### config.mk
export PLATFORM = sky130hd
export DESIGN_NAME = piece_bag_sampler
export DESIGN_NICKNAME = d
export VERILOG_FILES = /design/src/rtl/tetris_pkg.sv /design/src/rtl/lowest_unused_picker.sv /design/src/rtl/piece_bag_sampler.sv
export SDC_FILE = /design/constraint.sdc
export NUM_CORES = 1
export LEC_CHECK = 0
export CAP_MARGIN = 20
export CORE_MARGIN = 5
export CORE_UTILIZATION = 57
export DETAILED_ROUTE_END_ITERATION = 7
export PLACE_DENSITY = 0.85
export SYNTH_ARGS = -nofsm -noshare
export SYNTH_HDL_FRONTEND = slang
export SYNTH_SLANG_ARGS = --single-unit
### constraint.sdc
create_clock -name clk -period 2.8 [get_ports clk]
set_input_delay 0.56 -clock clk [delete_from_list [all_inputs] [get_ports clk]]
set_output_delay 0.56 -clock clk [all_outputs]
set_load 0.005 [all_outputs]
### src/rtl/tetris_pkg.sv
// Shared types for the piece generator: tetromino IDs, bag size and sampler FSM states.
package tetris_pkg;

    typedef enum logic [2:0] {
        I = 3'd0,
        O = 3'd1,
        T = 3'd2,
        S = 3'd3,
        Z = 3'd4,
        J = 3'd5,
        L = 3'd6
    } piece_t;

    localparam int NUM_PIECES = 7;

    typedef enum logic [1:0] {
        COLLECT = 2'd0,
        CHECK   = 2'd1,
        OFFER   = 2'd2
    } state_t;

endpackage

### src/rtl/lowest_unused_picker.sv
// Priority encoder: index of the lowest clear bit in the bag's used mask.
// The mask is never all-ones when this result is consumed.
module lowest_unused_picker
    import tetris_pkg::*;
(
    input  logic [NUM_PIECES-1:0] i_used_mask,
    output logic [2:0]            o_idx
);

    // Scan from the top down so the lowest clear bit is the last one written
    always_comb begin
        o_idx = '0;
        for (int unsigned i = NUM_PIECES; i > 0; i--) begin
            if (!i_used_mask[i-1]) begin
                o_idx = 3'(i - 1);
            end
        end
    end

endmodule

### src/rtl/piece_bag_sampler.sv
// 7-bag tetromino sampler: assembles 3 serial random bits into a candidate,
// rejects IDs already drawn from the current bag, falls back to the lowest
// unused ID after MAX_REJECTS misses, and offers the result on a valid/ready port.
module piece_bag_sampler
    import tetris_pkg::*;
#(
    parameter int MAX_REJECTS = 8
) (
    input  logic       clk,
    input  logic       reset_n,
    input  logic       rand_bit,
    input  logic       flush,
    input  logic       piece_ready,
    output logic       piece_valid,
    output logic [2:0] piece_id,
    output logic [2:0] bag_remaining
);

    localparam int RJ_W = (MAX_REJECTS > 1) ? $clog2(MAX_REJECTS) : 1;

    state_t                r_state;
    logic [2:0]            r_cand;
    logic [1:0]            r_bit_cnt;
    logic [RJ_W-1:0]       r_reject_cnt;
    logic [NUM_PIECES-1:0] r_used_mask;
    piece_t                r_piece_id;

    logic [2:0]            w_fallback;
    logic [NUM_PIECES-1:0] w_cand_onehot;
    logic [NUM_PIECES-1:0] w_mask_next;
    logic                  w_cand_ok;
    logic [2:0]            w_popcnt;

    lowest_unused_picker u_picker (
        .i_used_mask (r_used_mask),
        .o_idx       (w_fallback)
    );

    // Candidate 7 shifts out of the 7-bit one-hot, so the explicit !=7 guard covers it
    assign w_cand_onehot = 7'b1 << r_cand;
    assign w_cand_ok     = (r_cand != 3'd7) && ((w_cand_onehot & r_used_mask) == '0);
    assign w_mask_next   = r_used_mask | (7'b1 << r_piece_id);

    // Count drawn pieces to report how many remain in the bag
    always_comb begin
        w_popcnt = '0;
        for (int unsigned i = 0; i < NUM_PIECES; i++) begin
            w_popcnt = w_popcnt + {2'b00, r_used_mask[i]};
        end
    end

    assign bag_remaining = 3'(NUM_PIECES) - w_popcnt;
    assign piece_valid   = (r_state == OFFER);
    assign piece_id      = r_piece_id;

    // Sampler FSM: collect bits, check candidate, hold offer until handshake
    always_ff @(posedge clk or negedge reset_n) begin
        if (!reset_n) begin
            r_state      <= COLLECT;
            r_cand       <= '0;
            r_bit_cnt    <= '0;
            r_reject_cnt <= '0;
            r_used_mask  <= '0;
            r_piece_id   <= I;
        end else if (flush) begin
            // Flush beats a simultaneous handshake: the offered piece is not recorded
            r_state      <= COLLECT;
            r_cand       <= '0;
            r_bit_cnt    <= '0;
            r_reject_cnt <= '0;
            r_used_mask  <= '0;
        end else begin
            case (r_state)
                COLLECT: begin
                    r_cand    <= {r_cand[1:0], rand_bit};
                    r_bit_cnt <= r_bit_cnt + 2'd1;
                    if (r_bit_cnt == 2'd2) begin
                        r_state <= CHECK;
                    end
                end
                CHECK: begin
                    if (w_cand_ok) begin
                        r_piece_id <= piece_t'(r_cand);
                        r_state    <= OFFER;
                    end else if (r_reject_cnt == RJ_W'(MAX_REJECTS - 1)) begin
                        r_piece_id <= piece_t'(w_fallback);
                        r_state    <= OFFER;
                    end else begin
                        r_reject_cnt <= r_reject_cnt + 1'b1;
                        r_bit_cnt    <= '0;
                        r_state      <= COLLECT;
                    end
                end
                OFFER: begin
                    if (piece_ready) begin
                        // The 7th draw of a bag wraps the mask straight back to empty
                        r_used_mask  <= (w_mask_next == '1) ? '0 : w_mask_next;
                        r_reject_cnt <= '0;
                        r_bit_cnt    <= '0;
                        r_state      <= COLLECT;
                    end
                end
                default: r_state <= COLLECT;
            endcase
        end
    end

endmodule

# After elaboration in Yosys (flattened, before gate mapping)
# Index checks and enable logic that the tools add are counted.
# Widths: inputs -> output; s select.
[op_classes]
eq_ne = 10
reduce_logical = 14
muxes = 30
n_addsub = 9
n_bitwise = 3
n_shift = 2
order_cmp = 0
mul = 0
n_div = 0
[op_table]
columns = ["op", "n"]
rows = [
  ["$mux 3", 15],
  ["$mux 7", 4],
  ["$mux 2", 8],
  ["$ne 3x3->1 const B", 5],
  ["$shl 1x3->7 const A", 2],
  ["$add 3x1->3", 4],
  ["$pmux 2 s3", 2],
  ["$reduce_and 4->1", 2],
  ["$reduce_bool 2->1", 4],
  ["$and 7x7->7", 1],
  ["$eq 7x7->1 const B", 1],
  ["$logic_not 7->1", 1],
  ["$or 7x7->7", 1],
  ["$pmux 3 s2", 1],
  ["$eq 2x2->1 const B", 2],
  ["$reduce_and 2->1", 2],
  ["$reduce_bool 4->1", 1],
  ["$add 2x1->3", 1],
  ["$add 3x1->3 const B", 1],
  ["$eq 3x3->1 const B", 1],
  ["$reduce_and 3->1", 1],
  ["$reduce_bool 3->1", 1],
  ["$sub 3x3->3 const A", 1],
  ["$add 1x1->2", 1],
  ["5 further kinds", 5],
]
[word_totals]
in_bits = 5
memories = 0
rom_bits = 0
mem_bits_rw = 0
wordCells = 74
register_bits = 20
out_inout_bits = 7
latchBits = 0

# Longest topological paths before layout
[depth]
depth_word = 9
depth_mapped = 10
depth_no_buf = 9

# By module
# Synthesis repeated with hierarchy kept, for this count alone.
[hier_totals]
hier_cells = 159
hier_area_um2 = 1478.9
[by_module_without_submodules]
columns = ["module", "seq_area_each_um2", "area_each_um2", "n_inst", "cells_per_inst"]
rows = [
  ["piece_bag_sampler", 500.5, 1426.4, 1, 149],
  ["lowest_unused_picker", 0.0, 52.6, 1, 10],
]

# Worst setup path after synthesis
# No wires, ideal clock.
[synth_path]
path_kind = "register to output"
from = "register r_used_mask[1]"
to = "output port bag_remaining[2]"
setup_slack_ps = 143
arrival_ps = 2097
required_time_ps = 2240
path_stages_with_launch = 11
path_buffers = 1
cell_sequence = "dfrtp_1 -> buf_2 -> inv_1 -> fa_1 -> inv_1 -> ha_1 -> inv_1 -> fa_1 -> inv_1 -> ha_1 -> xor2_1"
[synth_via]
elab_chain_len = 7
[synth_lines]
columns = ["item", "line_no", "rtl"]
rows = [
  ["start: declaration", "piece_bag_sampler.sv:25", "logic [NUM_PIECES-1:0] r_used_mask;"],
  ["start signal: assignment", "piece_bag_sampler.sv:97", "r_used_mask <= (w_mask_next == '1) ? '0 : w_mask_next;"],
  ["$add 1x1->2", "piece_bag_sampler.sv:48", "w_popcnt = w_popcnt + {2'b00, r_used_mask[i]};"],
  ["$add 2x1->3", "piece_bag_sampler.sv:48", ""],
  ["$add 3x1->3 (4 in series)", "piece_bag_sampler.sv:48", ""],
  ["$sub 3x3->3", "piece_bag_sampler.sv:52", "assign bag_remaining = 3'(NUM_PIECES) - w_popcnt;"],
  ["end: declaration", "piece_bag_sampler.sv:16", "output logic [2:0] bag_remaining"],
]
# Every way passes these cells.

# Worst setup path in the final report
[layout_path]
from = "register r_used_mask[4]"
to = "output port bag_remaining[2]"
[layout_via]
elab_chain_len = 4
[layout_lines]
columns = ["item", "line_no"]
rows = [
  ["$add 3x1->3 (3 in series)", "piece_bag_sampler.sv:48"],
  ["$sub 3x3->3", "piece_bag_sampler.sv:52"],
]
# Every way passes these cells.

==> impl_metrics.ini <==
[run_status]
status = complete, but fails checks
violations = setup timing

[drt]
drt_wl_total_mm = 3.58
ant_nets = 0
m1WireLength_mm = 1.49
vias = 1289
routed-wl-met2_mm = 1.77
avgViaCountPerCell = 6.26
dr.max_layer_used = met4
met3WireLength_um = 232
drc = 0
avgRoutedWirePerCell_um = 17.4
drt-pass1-iter-count = 5
dr.first_iter.drc_count = 124

[logic_synthesis]
synth_edf_count = 0
synth_top_flop_cell = dfrtp_1
syn_area_sq_mm = 0.00148
synth.area.top_cells = dfrtp_1 (34%), ha_1 (9.3%), inv_1 (5.3%)
ys_seq_area_share_pct = 33.8
avgSynthCellArea_sq_um = 9.63
ys_types = 48
yosysTopAreaCellShare_pct = 33.8
yosys_warnings = 0
synthArstFlopShare_pct = 100
syn_nets = 173
synth_top_area_cell = dfrtp_1
yosys_register_bits = 20
synthCells = 154

[floorplanning]
core.rowCount = 18
start_util_pct = 59.8
fp.dieW_um = 61
core_area_sq_mm = 0.00248
die_y_um = 61
pin_count = 12
dieArea_sq_mm = 0.00372

[worst_setup_path]
path_buf_inv = 5
worst_r2r_endpoint = r_reject_cnt[0]$_DFFE_PN0P_
r2r_cells = 7
cpMostUsedCell = inv_2
r2r_start = r_reject_cnt[0]$_DFFE_PN0P_
arrival_ps = 2420
crit_type = reg2out
endpoint_kind = primary output
crit_chain = inv_2 -> fa_1 -> inv_1 -> ha_2 -> inv_2 -> fa_1 -> inv_2 -> ha_4 -> xor2_1 -> buf_2
critical_path_required_ps = 2240
rrSetupSlack_ps = 860
crit_slowest_cell = fa_1
critPathCapture = bag_remaining[2]
cp_top_family = adder cells
slowest_delay_ps = 490
startpoint = r_used_mask[4]$_DFFE_PN0P_
crit_cells = 10
crit_path_start_kind = flip-flop
crit_fanout = 2

[global_routing]
grt_pass1_vias = 1334
grt_overflow = 0
grt_pass1_wl_mm = 6.19
antenna_found_initial = 0
grt_max_degree = 21
track_usage_pct = 22.9

[placement]
hpwl_mm = 2.66
placedCellCount = 200
place_area_sq_mm = 0.00168
portBuffers = 11
gp_congestion = 0.865

[final_layout]
fin_area_sq_mm = 0.00174
syn_to_final_growth_pct = 17.6
diodes = 0
layout.cells.non_filler = 206
drive_gt1_share_pct = 25.0
nets = 196

[sta]
slew_violations = 0
setup_viol_count_final = 2
finalCritPeriodShare_pct = 106
setup_ws_ps = -180
fin_crit_ps = 2980
hold_viol_final = 0
whs_ps = 532
fin_worst_skew_ps = 3.09
rsz0062_at_grt = true
relSlewSlack_pct = 41.3
worst_pin_slew_ps = 878
fmax_mhz = 336

[job]
cap_violations = 0

[power_and_ir_drop]
power_mw = 1.47
power_leakage_nw = 0.785
p_per_area_mw_per_mm2 = 844
ir_worst_vdd_mv = 0.549

[cts]
cts-root-buf = clkbuf_4
clk_pin_slew_worst_paths_ps = 120
cts.path.max_buffers = 2
cts_hold_buffers = 0
cts_htree_levels = 1
cts_sinks = 20
cts_tree = done
clkLatencyLatePin_ps = 310
cts-buffers-inserted = 3

[worst_hold_path]
worst_hold_path_type = reg2reg
kinds of logic (layout without fill, tap and decap cells):
| family | count (synthesis) | in the layout | synth area share [%] |
|---|---|---|---|
| AOI/OAI and AO/OA | 45 | 45 | 24.1 |
| xor gates and xnor gates | 1 | 1 | 0.591 |
| adders and majority gates | 14 | 14 | 13.3 |
| buffers and inverters | 29 | 51 | 8.19 |
| DFF | 20 | 20 | 33.8 |
| muxes | 9 | 9 | 6.92 |
| and+or+nand+nor | 36 | 36 | 13.2 |
sequential cells by signal, summed over array words and instances (netlist names):
register and cells:
r_used_mask 7, piece_id 3, r_cand 3, r_reject_cnt 3
r_bit_cnt 2, r_state 2
how the worst min path moves through the flow:
| stage | start | end | slack (ps) | depth (start not counted) |
|---|---|---|---|---|
| floorplan | reset_n | piece_id[0]$_DFFE_PN0P_ | 260 | 0 |
| global placement | r_state[1]$_DFFE_PN0P_ | r_state[1]$_DFFE_PN0P_ | 490 | 2 |
| detailed placement | r_state[0]$_DFFE_PN0P_ | r_state[0]$_DFFE_PN0P_ | 510 | 2 |
| CTS | r_state[0]$_DFFE_PN0P_ | r_state[0]$_DFFE_PN0P_ | 540 | 2 |
| global route | r_reject_cnt[2]$_DFFE_PN0P_ | r_reject_cnt[2]$_DFFE_PN0P_ | 570 | 1 |
| finish | r_reject_cnt[2]$_DFFE_PN0P_ | r_reject_cnt[2]$_DFFE_PN0P_ | 530 | 1 |
layer usage:
metal	global-route usage, %	vias up
met2	37.6	60
met1	29.4	622
met3	2.34	8
met4	12.7	0
met5	0	-
li1	-	599
per-stage QoR:
step                      util, %  setup slack [ps]  setup TNS [ps]
after CTS                    70.1              -199            -376
after global routing         70.4              -311            -598
after floorplan                 -               143               0
final                        70.4              -180            -341
after detailed placement     67.9              -351            -663
after global placement       67.9              -247            -458
cell type report:
class | count | area, sq um
inverters | 22 | 82.6
repair buffers | 25 | 210
well taps | 30 | 37.5
clock buffers | 4 | 36.3
fillers | 186 | 734
multi-input cells | 105 | 876
flip-flops and latches | 20 | 500
power breakdown:
part / leakage, nW / switching [mW] / internal (mW) / total, mW
Sequential: 0.269 / 0.118 / 0.361 / 0.479
Clock: 0.0210 / 0.0957 / 0.0796 / 0.175
Combinational: 0.495 / 0.415 / 0.401 / 0.816
Total: 0.785 / 0.629 / 0.842 / 1.47
what timing repair did:
item                                    CTS  global route
pin swaps                                 6             1
endpoints found under the setup margin    3             3
hold endpoints to repair                  0             0
buffers inserted                          2             0
gates resized for setup                  21             1
placed cells by master (no fill, tap or decap), types with 3 or more instances in the layout:
| master | instances |
|---|---|
| dfrtp_1 | 20 |
| buf_4 | 14 |
| inv_1 | 12 |
| nand2_1 | 12 |
| inv_2 | 10 |
| a21oi_1 | 10 |
| ha_1 | 9 |
| clkdlybuf4s50_1 | 8 |
| nor2_1 | 7 |
| o32ai_1 | 6 |
| o21ai_0 | 6 |
| mux2i_1 | 5 |
| fa_1 | 3 |
| clkbuf_4 | 3 |
Yosys cell counts (2+ instances only):
| library cell | n |
|---|---|
| a21oi_1 | 10 |
| a22o_1 | 2 |
| a22oi_1 | 2 |
| a31oi_1 | 2 |
| a32oi_1 | 2 |
| buf_2 | 4 |
| clkbuf_1 | 2 |
| dfrtp_1 | 20 |
| fa_1 | 3 |
| ha_1 | 11 |
| inv_1 | 21 |
| mux2_4 | 2 |
| mux2i_1 | 5 |
| nand2_1 | 12 |
| nand2b_1 | 2 |
| nand3_1 | 2 |
| nand3b_1 | 2 |
| nor2_1 | 7 |
| nor2b_1 | 2 |
| o211ai_1 | 2 |
| o21ai_0 | 6 |
| o31ai_1 | 2 |
| o32ai_1 | 6 |
(Power assumes the default switching activity.)
